<file path="src/rtl/uart_pkg.sv">
// Shared UART definitions: receiver state encoding, parity-mode constants and
// the frame-length helper that the TX block uses as well.
package uart_pkg;

  typedef enum logic [6:0] {
    ST_IDLE      = 7'b000_0001,
    ST_START     = 7'b000_0010,
    ST_DATA      = 7'b000_0100,
    ST_PARITY    = 7'b000_1000,
    ST_STOP      = 7'b001_0000,
    ST_DONE      = 7'b010_0000,
    ST_WAIT_HIGH = 7'b100_0000
  } uart_rx_state_t;

  localparam logic PARITY_MODE_EVEN = 1'b0;
  localparam logic PARITY_MODE_ODD  = 1'b1;

  function automatic int unsigned uart_frame_ticks(input int unsigned data_w,
                                                   input int unsigned parity_en,
                                                   input int unsigned stop_bits,
                                                   input int unsigned ovs);
    return (1 + data_w + parity_en + stop_bits) * ovs;
  endfunction

endpackage

</file>
<file path="src/rtl/uart_rx_cfg_if.sv">
// Line-side and word-side signals of the configurable UART receiver.
interface uart_rx_cfg_if #(
  parameter int DATA_W = 8
);
  logic              tick_i;
  logic              rxd_i;
  logic              vd_o;
  logic [DATA_W-1:0] data_o;
  logic              parity_err_o;
  logic              frame_err_o;
  logic              break_o;
  logic              busy_o;

  modport master (
    output tick_i, rxd_i,
    input  vd_o, data_o, parity_err_o, frame_err_o, break_o, busy_o
  );

  modport slave (
    input  tick_i, rxd_i,
    output vd_o, data_o, parity_err_o, frame_err_o, break_o, busy_o
  );
endinterface

</file>
<file path="src/rtl/uart_rx_filter.sv">
// Three-sample majority voter on the raw RX line; single-clock glitches never
// reach the output. Idles high out of reset so no spurious start is seen.
module uart_rx_filter (
  input  logic clk_i,
  input  logic rst_i,
  input  logic rxd_i,
  output logic rxd_sync_o
);

  logic [2:0] rxd;

  always_ff @(posedge clk_i or posedge rst_i) begin
    if (rst_i) begin
      rxd        <= 3'b111;
      rxd_sync_o <= 1'b1;
    end else begin
      rxd        <= {rxd[1:0], rxd_i};
      rxd_sync_o <= (rxd[0] & rxd[1]) | (rxd[1] & rxd[2]) | (rxd[0] & rxd[2]);
    end
  end

endmodule

</file>
<file path="src/rtl/uart_rx_cfg.sv">
// Configurable UART receive PHY: majority-filtered line, per-bit vote counting
// over an OVS-tick window, parity/framing/break reporting.
module uart_rx_cfg
  import uart_pkg::*;
#(
  parameter int DATA_W     = 8,
  parameter int OVS        = 16,
  parameter int LEVEL      = OVS / 2,
  parameter int PARITY_EN  = 0,
  parameter int PARITY_ODD = 0,
  parameter int STOP_BITS  = 1
) (
  input  logic           clk_i,
  input  logic           rst_i,
  uart_rx_cfg_if.slave   bus
);

  localparam int   TW       = (OVS > 1) ? $clog2(OVS) : 1;
  localparam int   OW       = $clog2(OVS + 1);
  localparam int   BW       = $clog2(DATA_W + 1);
  localparam logic PAR_MODE = (PARITY_ODD != 0) ? PARITY_MODE_ODD : PARITY_MODE_EVEN;

  uart_rx_state_t    state, state_nxt;
  logic              rxd_sync;
  logic [TW-1:0]     tick_cnt, tick_cnt_nxt;
  logic [OW-1:0]     ones, ones_nxt, ones_sum;
  logic [BW-1:0]     bit_cnt, bit_cnt_nxt;
  logic [DATA_W-1:0] shreg, shreg_nxt;
  logic              par_acc, par_acc_nxt;
  logic              par_err, par_err_nxt;
  logic              frm_err, frm_err_nxt;
  logic              any_one, any_one_nxt;
  logic              last_stop, last_stop_nxt;
  logic              win_end, bit_val, in_window;
  logic              vd_q, perr_q, ferr_q, brk_q;
  logic [DATA_W-1:0] data_q;

  uart_rx_filter u_filter (
    .clk_i      (clk_i),
    .rst_i      (rst_i),
    .rxd_i      (bus.rxd_i),
    .rxd_sync_o (rxd_sync)
  );

  // The vote includes the sample taken on the window's closing tick.
  assign ones_sum  = ones + OW'(rxd_sync);
  assign bit_val   = (ones_sum >= OW'(LEVEL));
  assign win_end   = bus.tick_i && (tick_cnt == TW'(OVS - 1));
  assign in_window = (state == ST_START) || (state == ST_DATA) ||
                     (state == ST_PARITY) || (state == ST_STOP);

  always_comb begin
    state_nxt     = state;
    tick_cnt_nxt  = tick_cnt;
    ones_nxt      = ones;
    bit_cnt_nxt   = bit_cnt;
    shreg_nxt     = shreg;
    par_acc_nxt   = par_acc;
    par_err_nxt   = par_err;
    frm_err_nxt   = frm_err;
    any_one_nxt   = any_one;
    last_stop_nxt = last_stop;

    if (in_window && bus.tick_i) begin
      if (win_end) begin
        tick_cnt_nxt = '0;
        ones_nxt     = '0;
      end else begin
        tick_cnt_nxt = tick_cnt + TW'(1);
        ones_nxt     = ones_sum;
      end
    end

    case (state)
      ST_IDLE: begin
        // The falling-edge sample is sample 1 of the start window and is low.
        if (bus.tick_i && !rxd_sync) begin
          state_nxt    = ST_START;
          tick_cnt_nxt = TW'(1);
          ones_nxt     = '0;
          bit_cnt_nxt  = '0;
          par_acc_nxt  = 1'b0;
          par_err_nxt  = 1'b0;
          frm_err_nxt  = 1'b0;
          any_one_nxt  = 1'b0;
        end
      end
      ST_START: begin
        if (win_end) state_nxt = bit_val ? ST_IDLE : ST_DATA;
      end
      ST_DATA: begin
        if (win_end) begin
          shreg_nxt   = {bit_val, shreg[DATA_W-1:1]};
          par_acc_nxt = par_acc ^ bit_val;
          any_one_nxt = any_one | bit_val;
          if (bit_cnt == BW'(DATA_W - 1)) begin
            bit_cnt_nxt = '0;
            state_nxt   = (PARITY_EN != 0) ? ST_PARITY : ST_STOP;
          end else begin
            bit_cnt_nxt = bit_cnt + BW'(1);
          end
        end
      end
      ST_PARITY: begin
        if (win_end) begin
          par_err_nxt = ((par_acc ^ bit_val) != PAR_MODE);
          any_one_nxt = any_one | bit_val;
          state_nxt   = ST_STOP;
        end
      end
      ST_STOP: begin
        if (win_end) begin
          frm_err_nxt   = frm_err | ~bit_val;
          last_stop_nxt = bit_val;
          // Only the first stop bit takes part in break detection.
          if (bit_cnt == '0) any_one_nxt = any_one | bit_val;
          if (bit_cnt == BW'(STOP_BITS - 1)) begin
            bit_cnt_nxt = '0;
            state_nxt   = ST_DONE;
          end else begin
            bit_cnt_nxt = bit_cnt + BW'(1);
          end
        end
      end
      ST_DONE: begin
        state_nxt = last_stop ? ST_IDLE : ST_WAIT_HIGH;
      end
      ST_WAIT_HIGH: begin
        if (bus.tick_i && rxd_sync) state_nxt = ST_IDLE;
      end
      default: state_nxt = ST_IDLE;
    endcase
  end

  always_ff @(posedge clk_i or posedge rst_i) begin
    if (rst_i) begin
      state     <= ST_IDLE;
      tick_cnt  <= '0;
      ones      <= '0;
      bit_cnt   <= '0;
      shreg     <= '0;
      par_acc   <= 1'b0;
      par_err   <= 1'b0;
      frm_err   <= 1'b0;
      any_one   <= 1'b0;
      last_stop <= 1'b0;
    end else begin
      state     <= state_nxt;
      tick_cnt  <= tick_cnt_nxt;
      ones      <= ones_nxt;
      bit_cnt   <= bit_cnt_nxt;
      shreg     <= shreg_nxt;
      par_acc   <= par_acc_nxt;
      par_err   <= par_err_nxt;
      frm_err   <= frm_err_nxt;
      any_one   <= any_one_nxt;
      last_stop <= last_stop_nxt;
    end
  end

  // Word and flags are captured on entry to ST_DONE so they are valid with vd_o.
  always_ff @(posedge clk_i or posedge rst_i) begin
    if (rst_i) begin
      vd_q   <= 1'b0;
      data_q <= '0;
      perr_q <= 1'b0;
      ferr_q <= 1'b0;
      brk_q  <= 1'b0;
    end else begin
      vd_q <= (state_nxt == ST_DONE);
      if (state_nxt == ST_DONE) begin
        data_q <= shreg;
        perr_q <= par_err_nxt;
        ferr_q <= frm_err_nxt;
        brk_q  <= ~any_one_nxt;
      end
    end
  end

  assign bus.vd_o         = vd_q;
  assign bus.data_o       = data_q;
  assign bus.parity_err_o = perr_q;
  assign bus.frame_err_o  = ferr_q;
  assign bus.break_o      = brk_q;
  assign bus.busy_o       = (state != ST_IDLE);

endmodule

</file>
<file path="src/flat_wrapper.sv">
// flat-port wrapper written by rule: the top's interface ports become plain ports
module uart_rx_cfg_flat import uart_pkg::*;
#(
  parameter int DATA_W     = 8,
  parameter int OVS        = 16,
  parameter int LEVEL      = OVS / 2,
  parameter int PARITY_EN  = 0,
  parameter int PARITY_ODD = 0,
  parameter int STOP_BITS  = 1
)
  (clk_i, rst_i, bus_tick_i, bus_rxd_i, bus_vd_o, bus_data_o, bus_parity_err_o, bus_frame_err_o, bus_break_o, bus_busy_o);
  uart_rx_cfg_if #(.DATA_W(DATA_W)) bus_i ();
  input  logic clk_i;
  input  logic rst_i;
  input wire logic [$bits(bus_i.tick_i)-1:0] bus_tick_i;
  input wire logic [$bits(bus_i.rxd_i)-1:0] bus_rxd_i;
  output wire logic [$bits(bus_i.vd_o)-1:0] bus_vd_o;
  output wire logic [$bits(bus_i.data_o)-1:0] bus_data_o;
  output wire logic [$bits(bus_i.parity_err_o)-1:0] bus_parity_err_o;
  output wire logic [$bits(bus_i.frame_err_o)-1:0] bus_frame_err_o;
  output wire logic [$bits(bus_i.break_o)-1:0] bus_break_o;
  output wire logic [$bits(bus_i.busy_o)-1:0] bus_busy_o;
  assign bus_i.tick_i = bus_tick_i;
  assign bus_i.rxd_i = bus_rxd_i;
  assign bus_vd_o = bus_i.vd_o;
  assign bus_data_o = bus_i.data_o;
  assign bus_parity_err_o = bus_i.parity_err_o;
  assign bus_frame_err_o = bus_i.frame_err_o;
  assign bus_break_o = bus_i.break_o;
  assign bus_busy_o = bus_i.busy_o;
  uart_rx_cfg #(.DATA_W(DATA_W), .OVS(OVS), .LEVEL(LEVEL), .PARITY_EN(PARITY_EN), .PARITY_ODD(PARITY_ODD), .STOP_BITS(STOP_BITS)) u_core (.clk_i(clk_i), .rst_i(rst_i), .bus(bus_i));
endmodule
</file>
<file path="config.mk">
export PLATFORM = sky130hd
export DESIGN_NAME = uart_rx_cfg_flat
export DESIGN_NICKNAME = d
export VERILOG_FILES = /design/src/rtl/uart_pkg.sv /design/src/rtl/uart_rx_cfg_if.sv /design/src/rtl/uart_rx_filter.sv /design/src/rtl/uart_rx_cfg.sv /design/src/flat_wrapper.sv
export SDC_FILE = /design/constraint.sdc
export NUM_CORES = 1
export LEC_CHECK = 0
export BUFFER_PORTS_ARGS = -buffer_cell sky130_fd_sc_hd__buf_2
export CAP_MARGIN = 5
export CORE_MARGIN = 1.5
export CORE_UTILIZATION = 60
export DETAILED_ROUTE_END_ITERATION = 10
export PLACE_DENSITY = 0.76
export SYNTH_ARGS = -nofsm -noshare
export SYNTH_HDL_FRONTEND = slang
export SYNTH_SLANG_ARGS = --single-unit
export TNS_END_PERCENT = 1
</file>
<file path="constraint.sdc">
create_clock -name clk_i -period 2.6 [get_ports clk_i]
set_clock_uncertainty 0.2 [all_clocks]
set_input_delay 0.52 -clock clk_i [delete_from_list [all_inputs] [get_ports clk_i]]
set_output_delay 0.52 -clock clk_i [all_outputs]
set_load 0.1 [all_outputs]
</file>
==> results of run 1 <==
[cells in the mapped netlist (2+ instances only)]
| master | n | area share [%] |
|---|---|---|
| a211oi_1 | 2 | 0.60 |
| a21oi_1 | 13 | 2.6 |
| a31oi_1 | 5 | 1.3 |
| a32o_1 | 2 | 0.80 |
| and3_1 | 2 | 0.50 |
| buf_2 | 2 | 0.40 |
| buf_6 | 3 | 1.4 |
| clkbuf_1 | 6 | 0.91 |
| dfrtp_1 | 44 | 44 |
| dfstp_2 | 5 | 5.3 |
| ha_1 | 5 | 2.5 |
| inv_1 | 9 | 1.4 |
| mux2_2 | 9 | 4.1 |
| nand2_1 | 43 | 6.5 |
| nand2b_1 | 6 | 1.5 |
| nand3_1 | 11 | 2.2 |
| nand4_1 | 3 | 0.75 |
| nand4b_1 | 2 | 0.70 |
| nor2_1 | 15 | 2.3 |
| nor2b_1 | 2 | 0.50 |
| nor3_1 | 8 | 1.6 |
| nor3b_1 | 2 | 0.60 |
| o211ai_1 | 2 | 0.60 |
| o21a_1 | 2 | 0.60 |
| o21ai_0 | 16 | 3.2 |
| o21ai_2 | 2 | 0.70 |
| o22ai_1 | 2 | 0.50 |
| or3_1 | 4 | 1.0 |
| or3b_2 | 3 | 1.1 |
| or4_4 | 2 | 0.91 |
| xnor2_1 | 2 | 0.70 |
[layout make-up]
type | instances | area share (%)
clock buffers | 6 | 2.96
repair buffers | 30 | 7.32
inverters | 9 | 1.21
well taps | 50 | 2.25
clock inverters | 2 | 0.494
flip-flops and latches | 49 | 44.3
multi-input cells | 184 | 41.4
[stage by stage]
step	hold WS, ns	worst slack (ns)	std cells	power [uW]	util [%]
detailed placement	0.161	0.244	321	1240	66.8
CTS	0.0384	0.0293	329	1710	69.3
global route	0.0619	0.0195	330	1810	69.7
floorplan	0.155	0.158	253	1150	-
finish	0.0273	0.0831	330	1720	69.7
global placement	0.159	0.282	321	1230	66.8
[worst reg2reg max path: cells and delay by family (launching register included)]
family / cells / cell delay, ns
DFF: 1 / 0.46
AOI/OAI and AO/OA: 1 / 0.06
and+or+nand+nor: 3 / 1.26
muxes: 1 / 0.26
[worst min-delay path by stage]
stage	start	endpoint	slack (ns)	depth (start not counted)
3_3_place_gp	u_core.u_filter.rxd[1]	u_core.u_filter.rxd[2]	0.16	0
3_5_place_dp	u_core.u_filter.rxd[0]	u_core.u_filter.rxd[1]	0.16	0
5_1_grt	rst_i	u_core.state[2]	0.06	2
6_report	rst_i	u_core.tick_cnt[2]	0.03	2
4_1_cts	rst_i	u_core.state[2]	0.04	2
2_1_floorplan	u_core.u_filter.rxd[0]	u_core.u_filter.rxd[1]	0.15	0
[flip-flops by register name, indices dropped and copies added, names as in the netlist, 3 cells and up]
signal	flops
u_core.bit_cnt	4
u_core.bus.data_o	8
u_core.ones	5
u_core.shreg	8
u_core.state	7
u_core.tick_cnt	4
u_core.u_filter.rxd	3
[power by group]
group          total, uW  internal [uW]  switching, uW
Combinational        406            160            246
Clock                470            216            254
Sequential           846            804           41.4
Total               1720           1180            541
[routing by layer]
layer	global-route usage (%)	vias up	share of wire, %
met5	0	-	0
met4	8.16	0	1.3
met3	5.50	6	3.9
met2	38.7	32	47
met1	34.5	915	47
li1	-	953	-
[kinds of logic (layout without fill, tap and decap cells)]
group | count (synthesis) | after routing | synth area share, %
compound gates | 54 | 54 | 14.1
buf+inv | 20 | 47 | 4.02
simple gates | 111 | 111 | 23.8
mux | 10 | 10 | 4.48
fa+ha+maj | 6 | 6 | 2.92
flops | 49 | 49 | 49.5
xor+xnor | 3 | 3 | 1.06
[timing repair]
| action | in CTS | in global routing |
|---|---|---|
| hold endpoints to repair | 0 | 0 |
| endpoints found under the setup margin | 1 | 1 |
| resized for setup | 1 | 3 |
| buffers inserted | 0 | 1 |
==> flow_summary.toml, run 1 <==
[worst_setup_path]
crit_path_top_delay_cell = "or4_4"
path_max_fanout = 8
ff2ff_path_depth = 5
path_cells = "or4_4 -> nor2_1 -> inv_1 -> buf_6"
critPathLaunch = "u_core.state[1]"
critPathRequiredTime_ns = 1.88
worstReg2RegStart = "u_core.state[1]"
worstSetupPathType = "register to primary output"
critPathLaunchType = "register"
cpPeakStageDelay_ns = 0.60
crit_buf_inv = 2
cp_top_family = "simple AND/OR/NAND/NOR gates"
end_kind = "primary output"
worst-path-stages = 4
endpoint = "bus_busy_o"
reg2reg_setup_slack_ns = 0.25
r2r-end = "u_core.bus.frame_err_o"
arrival_ns = 1.80

[clock_network]
path_clk_slew_ns = 0.09
clock_latency_ns = 0.30
htreeDepth = 2
hold_buffers = 0
cts-root-buf = "clkbuf_8"
clock_path_buffers = 2
cts_buffers = 5
cts_tree = "built"
cts_num_sinks = 49

[floorplan]
start_util_pct = 62.2
dieArea_sq_mm = 0.00454
io_pins = 17
core_sq_mm = 0.00400
die_h_um = 67.4
die_x_um = 67.4
rows = 23

[run_status]
status = "finished, final reports clean"

[logic_synthesis]
ys_seq_area_share_pct = 49.5
syn_area_sq_mm = 0.00249
synth_edf_count = 0
yosysWarningCount = 0
netlist_instances = 253
async_reset_ff_share_pct = 100
ys_seq_elements = 49
synth.distinct_cells = 50
ys.flop_type = "dfrtp_1"
syn_area_per_cell_sq_um = 9.83
syn_nets = 262

[global_routing]
grt_usage_pct = 24.8
grt_max_degree = 29
grt_pass1_wl_um = 8180
grt_antenna_before_repair = 0
grt-ovfl-total = 0
grt_pass1_vias = 1735

[cells_and_area]
most-common-layout-cells = "nand2_1, dfrtp_1, o21ai_0"
seq_area_sq_mm = 0.00123
final_common_cell = "nand2_1"
area_growth_pct = 12.0
fill_cells = 289
multi_input_area_sq_mm = 0.00115
fin_area_sq_mm = 0.00279
drive_above_1_share_pct = 23.9
antenna_cells = 0
layout.nets = 288

[timing]
min_period_over_period_pct = 96.8
grt_setup_unrepaired = "no"
slew_headroom_pct = 67.2
period_needed_ns = 2.52
worstMarginPinSlew_ns = 0.492
hold_violations = 0
setup_viol = 0
setup_tns_ns = 0
timing.fmax_ghz = 0.397
finalMaxSlewViolations = 0

[route]
wl_per_cell_um = 15.3
routed_via_density = 5.78
drc = 0
postRouteWirelength_um = 5050
routed-via-count = 1906
drtPass1Iterations = 4
drtIter0Drc = 125
ant_nets = 0

[worst_hold_path]
hp-class = "primary input to asynchronous set/reset pin"

[placed_design]
postPlaceCellArea_sq_mm = 0.00267
gp_congestion = 0.875
dpl.hpwl_um = 3660
port_buffers = 16

[pwr]
pwr_density_cell_mw_per_mm2 = 618
ir_worst_vdd_uv = 524
leakage_uw = 0.00129

[run]
drv_cap = 0
No activity file was read; power rests on OpenSTA's default activity.
==> inputs of run 2 (changes only) <==
--- a/config.mk
+++ b/config.mk
@@ -7,9 +7,10 @@
 export LEC_CHECK = 0
 export BUFFER_PORTS_ARGS = -buffer_cell sky130_fd_sc_hd__buf_2
 export CAP_MARGIN = 5
-export CORE_MARGIN = 1.5
+export CORE_MARGIN = 2
 export CORE_UTILIZATION = 60
 export DETAILED_ROUTE_END_ITERATION = 10
+export HOLD_SLACK_MARGIN = 0.1
 export PLACE_DENSITY = 0.76
 export SYNTH_ARGS = -nofsm -noshare
 export SYNTH_HDL_FRONTEND = slang
==> flow_summary.toml, run 2 (same netlist as run 1, synthesis figures left out) <==
[clock_network]
cts_buffers = 5
clock_path_buffers = 2
clock_latency_ns = 0.31
cts_num_sinks = 49
htreeDepth = 2
cts_tree = "built"
cts-root-buf = "clkbuf_8"
path_clk_slew_ns = 0.09

[route]
routed_via_density = 5.80
postRouteWirelength_um = 5200
drtIter0Drc = 148
drtPass1Iterations = 4
routed-via-count = 1924
ant_nets = 0
wl_per_cell_um = 15.7
drc = 0

[timing]
timing.fmax_ghz = 0.402
setup_viol = 0
grt_setup_unrepaired = "no"
min_period_over_period_pct = 95.7
holdWs_ns = 0.173
finalMaxSlewViolations = 0
hold_violations = 0
fin_ws_ns = 0.112
worstMarginPinSlew_ns = 0.508
setup_tns_ns = 0
period_needed_ns = 2.49
slew_headroom_pct = 66.1

[floorplan]
die_h_um = 68.4
start_util_pct = 62.2
rows = 23
dieArea_sq_mm = 0.00468
die_x_um = 68.4
core_sq_mm = 0.00400
io_pins = 17

[placed_design]
place_ws_ns = 0.265
dpl.hpwl_um = 3690
postPlaceCellArea_sq_mm = 0.00267
gp_congestion = 0.866
port_buffers = 16

[pwr]
pwr-share-comb_pct = 24.0
seqPwrFrac_pct = 49.7
switching_share_pct = 32.3
pwr_density_cell_mw_per_mm2 = 611
ir_worst_vdd_uv = 397
clockPowerShare_pct = 26.4
p_switching_uw = 554
intPower_uw = 1160
leakage_uw = 0.00130

[worst_setup_path]
ff2ff_path_depth = 5
reg2reg_setup_slack_ns = 0.24
worstSetupPathType = "register to primary output"
path_max_fanout = 8
worstReg2RegStart = "u_core.state[1]"
r2r-end = "u_core.bus.frame_err_o"
critPathRequiredTime_ns = 1.88
critPathLaunchType = "register"
end_kind = "primary output"
arrival_ns = 1.77

[global_routing]
grt_pass1_vias = 1764
grt_usage_pct = 24.9
grt-ovfl-total = 0
grt_max_degree = 29
grt_antenna_before_repair = 0
grt_pass1_wl_um = 8430

[run_status]
status = "finished, final reports clean"

[cells_and_area]
multi_input_area_sq_mm = 0.00116
antenna_cells = 0
area_growth_pct = 12.6
seq_area_sq_mm = 0.00123
layout.nets = 290
fin_area_sq_mm = 0.00280
most-common-layout-cells = "nand2_1, dfrtp_1, o21ai_0"
drive_above_1_share_pct = 23.8
fill_cells = 308

[worst_hold_path]
hold_end = "u_core.u_filter.rxd[1]"
hp-class = "register to register"
whs_path_depth = 0
holdCritStartpoint = "u_core.u_filter.rxd[0]"

[run]
drv_cap = 0
==> run 2: cell types whose count changed in the layout (fill, tap and decap cells not counted), sizes merged <==
cell	previous run	this run
dlygate4sd3	0	2
clkbuf	6	5
clkinv	2	1
clkinvlp	0	1
inv	9	10
==> run 2: power by group through the flow <==
stage	sequential [uW]	clock, uW	combinational (uW)
6_report	850	451	411
5_1_grt	859	493	448
4_1_cts	851	461	386
3_5_place_dp	865	0	377
3_3_place_gp	864	0	370
2_1_floorplan	842	0	304
==> run 2: critical path, cell delays in order (launching register included) <==
cell     delay, ns
dfstp_2       0.60
or3b_2        0.49
nor2_2        0.12
inv_1         0.07
buf_6         0.18
==> run 2: layer usage <==
layer / global-route usage [%] / up-vias / routed length, um
met3: 5.76 / 9 / 207
li1: - / 957 / -
met4: 9.50 / 0 / 107
met1: 34.6 / 923 / 2450
met2: 38.0 / 35 / 2440
met5: 0 / - / 0
==> run 2: worst max-delay path by stage <==
stage / from / end / slack [ns] / cells after the start
3_5_place_dp: u_core.state[1] / u_core.bus.frame_err_o / 0.26 / 5
2_1_floorplan: u_core.state[0] / bus_busy_o / 0.16 / 4
3_3_place_gp: u_core.state[1] / u_core.bus.frame_err_o / 0.28 / 5
5_1_grt: u_core.state[3] / bus_busy_o / 0.03 / 4
6_report: u_core.state[0] / bus_busy_o / 0.11 / 4
4_1_cts: u_core.state[0] / bus_busy_o / 0.02 / 4
==> run 2: metrics by stage <==
stage,util (%),power (uW),std cells
finish,70.0,1710,332
global route,70.0,1800,332
CTS,69.4,1700,330
detailed placement,66.8,1240,321
global placement,66.8,1230,321
floorplan,-,1150,253
==> run 2: final cells by class <==
| type | instances | share of cell area (%) |
|---|---|---|
| Sequential cell | 49 | 44.0 |
| Inverter | 9 | 1.21 |
| Tap cell | 50 | 2.23 |
| Clock buffer | 5 | 2.46 |
| Clock inverter | 3 | 0.759 |
| Multi-Input combinational cell | 184 | 41.3 |
| Timing Repair Buffer | 32 | 7.99 |
==> run 2: timing repair <==
item | 4_1_cts | 5_1_grt
hold endpoints to repair | 16 | 1
gates resized for setup | 1 | 3
hold buffers | 1 | 1
setup endpoints to repair | 1 | 1
setup buffers | 0 | 1
==> inputs of run 3 (changes only) <==
--- a/config.mk
+++ b/config.mk
@@ -5,13 +5,14 @@
 export SDC_FILE = /design/constraint.sdc
 export NUM_CORES = 1
 export LEC_CHECK = 0
-export BUFFER_PORTS_ARGS = -buffer_cell sky130_fd_sc_hd__buf_2
 export CAP_MARGIN = 5
 export CORE_MARGIN = 2
-export CORE_UTILIZATION = 60
+export CORE_UTILIZATION = 62
 export DETAILED_ROUTE_END_ITERATION = 10
+export DONT_BUFFER_PORTS = 1
 export HOLD_SLACK_MARGIN = 0.1
-export PLACE_DENSITY = 0.76
+export PLACE_DENSITY = 0.75
+export RECOVER_POWER = 25
 export SYNTH_ARGS = -nofsm -noshare
 export SYNTH_HDL_FRONTEND = slang
 export SYNTH_SLANG_ARGS = --single-unit
==> flow_summary.toml, run 3 (same netlist as run 1, synthesis figures left out) <==
[timing]
setup_viol = 0
min_period_over_period_pct = 96.9
period_needed_ns = 2.52
holdWs_ns = 0.170
finalMaxSlewViolations = 0
timing.fmax_ghz = 0.397
slew_headroom_pct = 31.7
setup_tns_ns = 0
hold_violations = 0
worstMarginPinSlew_ns = 1.02
grt_setup_unrepaired = "no"

[clock_network]
htreeDepth = 2
cts_tree = "built"
cts-root-buf = "clkbuf_8"
clock_latency_ns = 0.31
clock_path_buffers = 2
cts_num_sinks = 49
cts_buffers = 5
path_clk_slew_ns = 0.10

[cells_and_area]
layout.nets = 287
area_growth_pct = 13.2
fill_cells = 294
antenna_cells = 0
final_util_pct = 71.4
stdcell_count = 329
drive_above_1_share_pct = 22.9
final_common_cell = "nand2_1"
most-common-layout-cells = "nand2_1, dfrtp_1, buf_4"

[route]
postRouteWirelength_um = 5070
drc = 0
routed-via-count = 1949
drtPass1Iterations = 4
drtIter0Drc = 183
wl_per_cell_um = 15.4
routed_via_density = 5.92
ant_nets = 0

[worst_setup_path]
worstReg2RegStart = "u_core.state[3]"
cpPeakStageDelay_ns = 0.59
arrival_ns = 1.80
crit_buf_inv = 2
r2r-end = "u_core.bus.frame_err_o"
critPathRequiredTime_ns = 1.88
crit_path_top_delay_cell = "or4_4"
cp_top_family = "simple AND/OR/NAND/NOR gates"
end_kind = "primary output"
ff2ff_path_depth = 5
worstSetupPathType = "register to primary output"
reg2reg_setup_slack_ns = 0.27
path_max_fanout = 9
path_cells = "or4_4 -> nor2_4 -> inv_1 -> buf_6"
critPathLaunchType = "register"

[pwr]
ir_worst_vdd_uv = 460
seqPwrFrac_pct = 48.0
switching_share_pct = 33.0
pwr-share-comb_pct = 24.5
p_switching_uw = 574
leakage_uw = 0.00128
pwr_density_cell_mw_per_mm2 = 618
intPower_uw = 1170
total_power_uw = 1740
clockPowerShare_pct = 27.5

[worst_hold_path]
whs_path_depth = 0
hold_end = "u_core.u_filter.rxd[2]"
hp-class = "register to register"
holdCritStartpoint = "u_core.u_filter.rxd[1]"

[floorplan]
io_pins = 17
core_sq_mm = 0.00394
rows = 23
die_x_um = 67.3
dieArea_sq_mm = 0.00453
start_util_pct = 63.1
die_h_um = 67.3

[global_routing]
grt_antenna_before_repair = 0
grt_pass1_wl_um = 8380
grt-ovfl-total = 0
grt_pass1_vias = 1825
grt_usage_pct = 25.0
grt_max_degree = 29

[placed_design]
dpl.hpwl_um = 3680
dpl.cell_count = 316
port_buffers = 0
gp_congestion = 0.946

[run]
drv_cap = 0

[run_status]
status = "finished, final reports clean"
[run 3: cell count changes in the layout (fill, tap and decap cells not counted), sizes merged]
cell and delta:
inv +2, buf -3, clkinv -1, clkinvlp -1
[run 3: layout make-up]
| type | instances | area [sq um] | share of cell area (%) |
|---|---|---|---|
| clock buffers | 5 | 68.8 | 2.44 |
| clock inverters | 3 | 26.3 | 0.933 |
| inverters | 9 | 33.8 | 1.20 |
| multi-input cells | 184 | 1160 | 41.3 |
| flip-flops and latches | 49 | 1240 | 43.9 |
| well taps | 50 | 62.6 | 2.22 |
| repair buffers | 29 | 226 | 8.04 |
[run 3: worst max-delay path by stage]
| stage | start | slack [ns] | cells after the start | endpoint |
|---|---|---|---|---|
| 4_1_cts | u_core.state[1] | 0.03 | 4 | bus_busy_o |
| 6_report | u_core.state[3] | 0.08 | 4 | bus_busy_o |
| 3_3_place_gp | u_core.state[1] | 0.27 | 5 | u_core.bus.frame_err_o |
| 5_1_grt | u_core.state[3] | 0.02 | 4 | bus_busy_o |
| 3_5_place_dp | u_core.state[1] | 0.24 | 5 | u_core.bus.frame_err_o |
| 2_1_floorplan | u_core.state[0] | 0.16 | 4 | bus_busy_o |
[run 3: per-layer routing]
layer,global-route usage [%],routed length (um)
met1,34.7,2320
met2,38.2,2410
met3,5.67,212
met4,10.2,131
met5,0,0
[run 3: repair_timing]
action                                 4_1_cts  5_1_grt
setup endpoints to repair                    1        1
gates resized for setup                      3        3
pin swaps                                    0        0
hold buffers                                 2        0
setup buffers                                1        2
endpoints found under the hold margin       27        0
[run 3: power by group through the flow]
stage / Sequential, uW / Combinational, uW / Clock [uW]
final: 835 / 426 / 479
after global routing: 841 / 467 / 522
after CTS: 838 / 402 / 490
after detailed placement: 866 / 364 / 0
after global placement: 864 / 359 / 0
after floorplan: 842 / 304 / 0
[run 3: stage by stage]
step	worst slack, ns	instance area, sq um
finish	0.0814	2820
CTS	0.0334	2800
global placement	0.272	2660
floorplan	0.158	2490
global route	0.0220	2820
detailed placement	0.244	2660
[run 3: worst reg2reg max path: stages, from the launching register on]
cell     delay, ns
dfrtp_2       0.47
or4_4         0.59
or3_1         0.54
nand2_4       0.13
o21ai_2       0.06
mux2_2        0.25
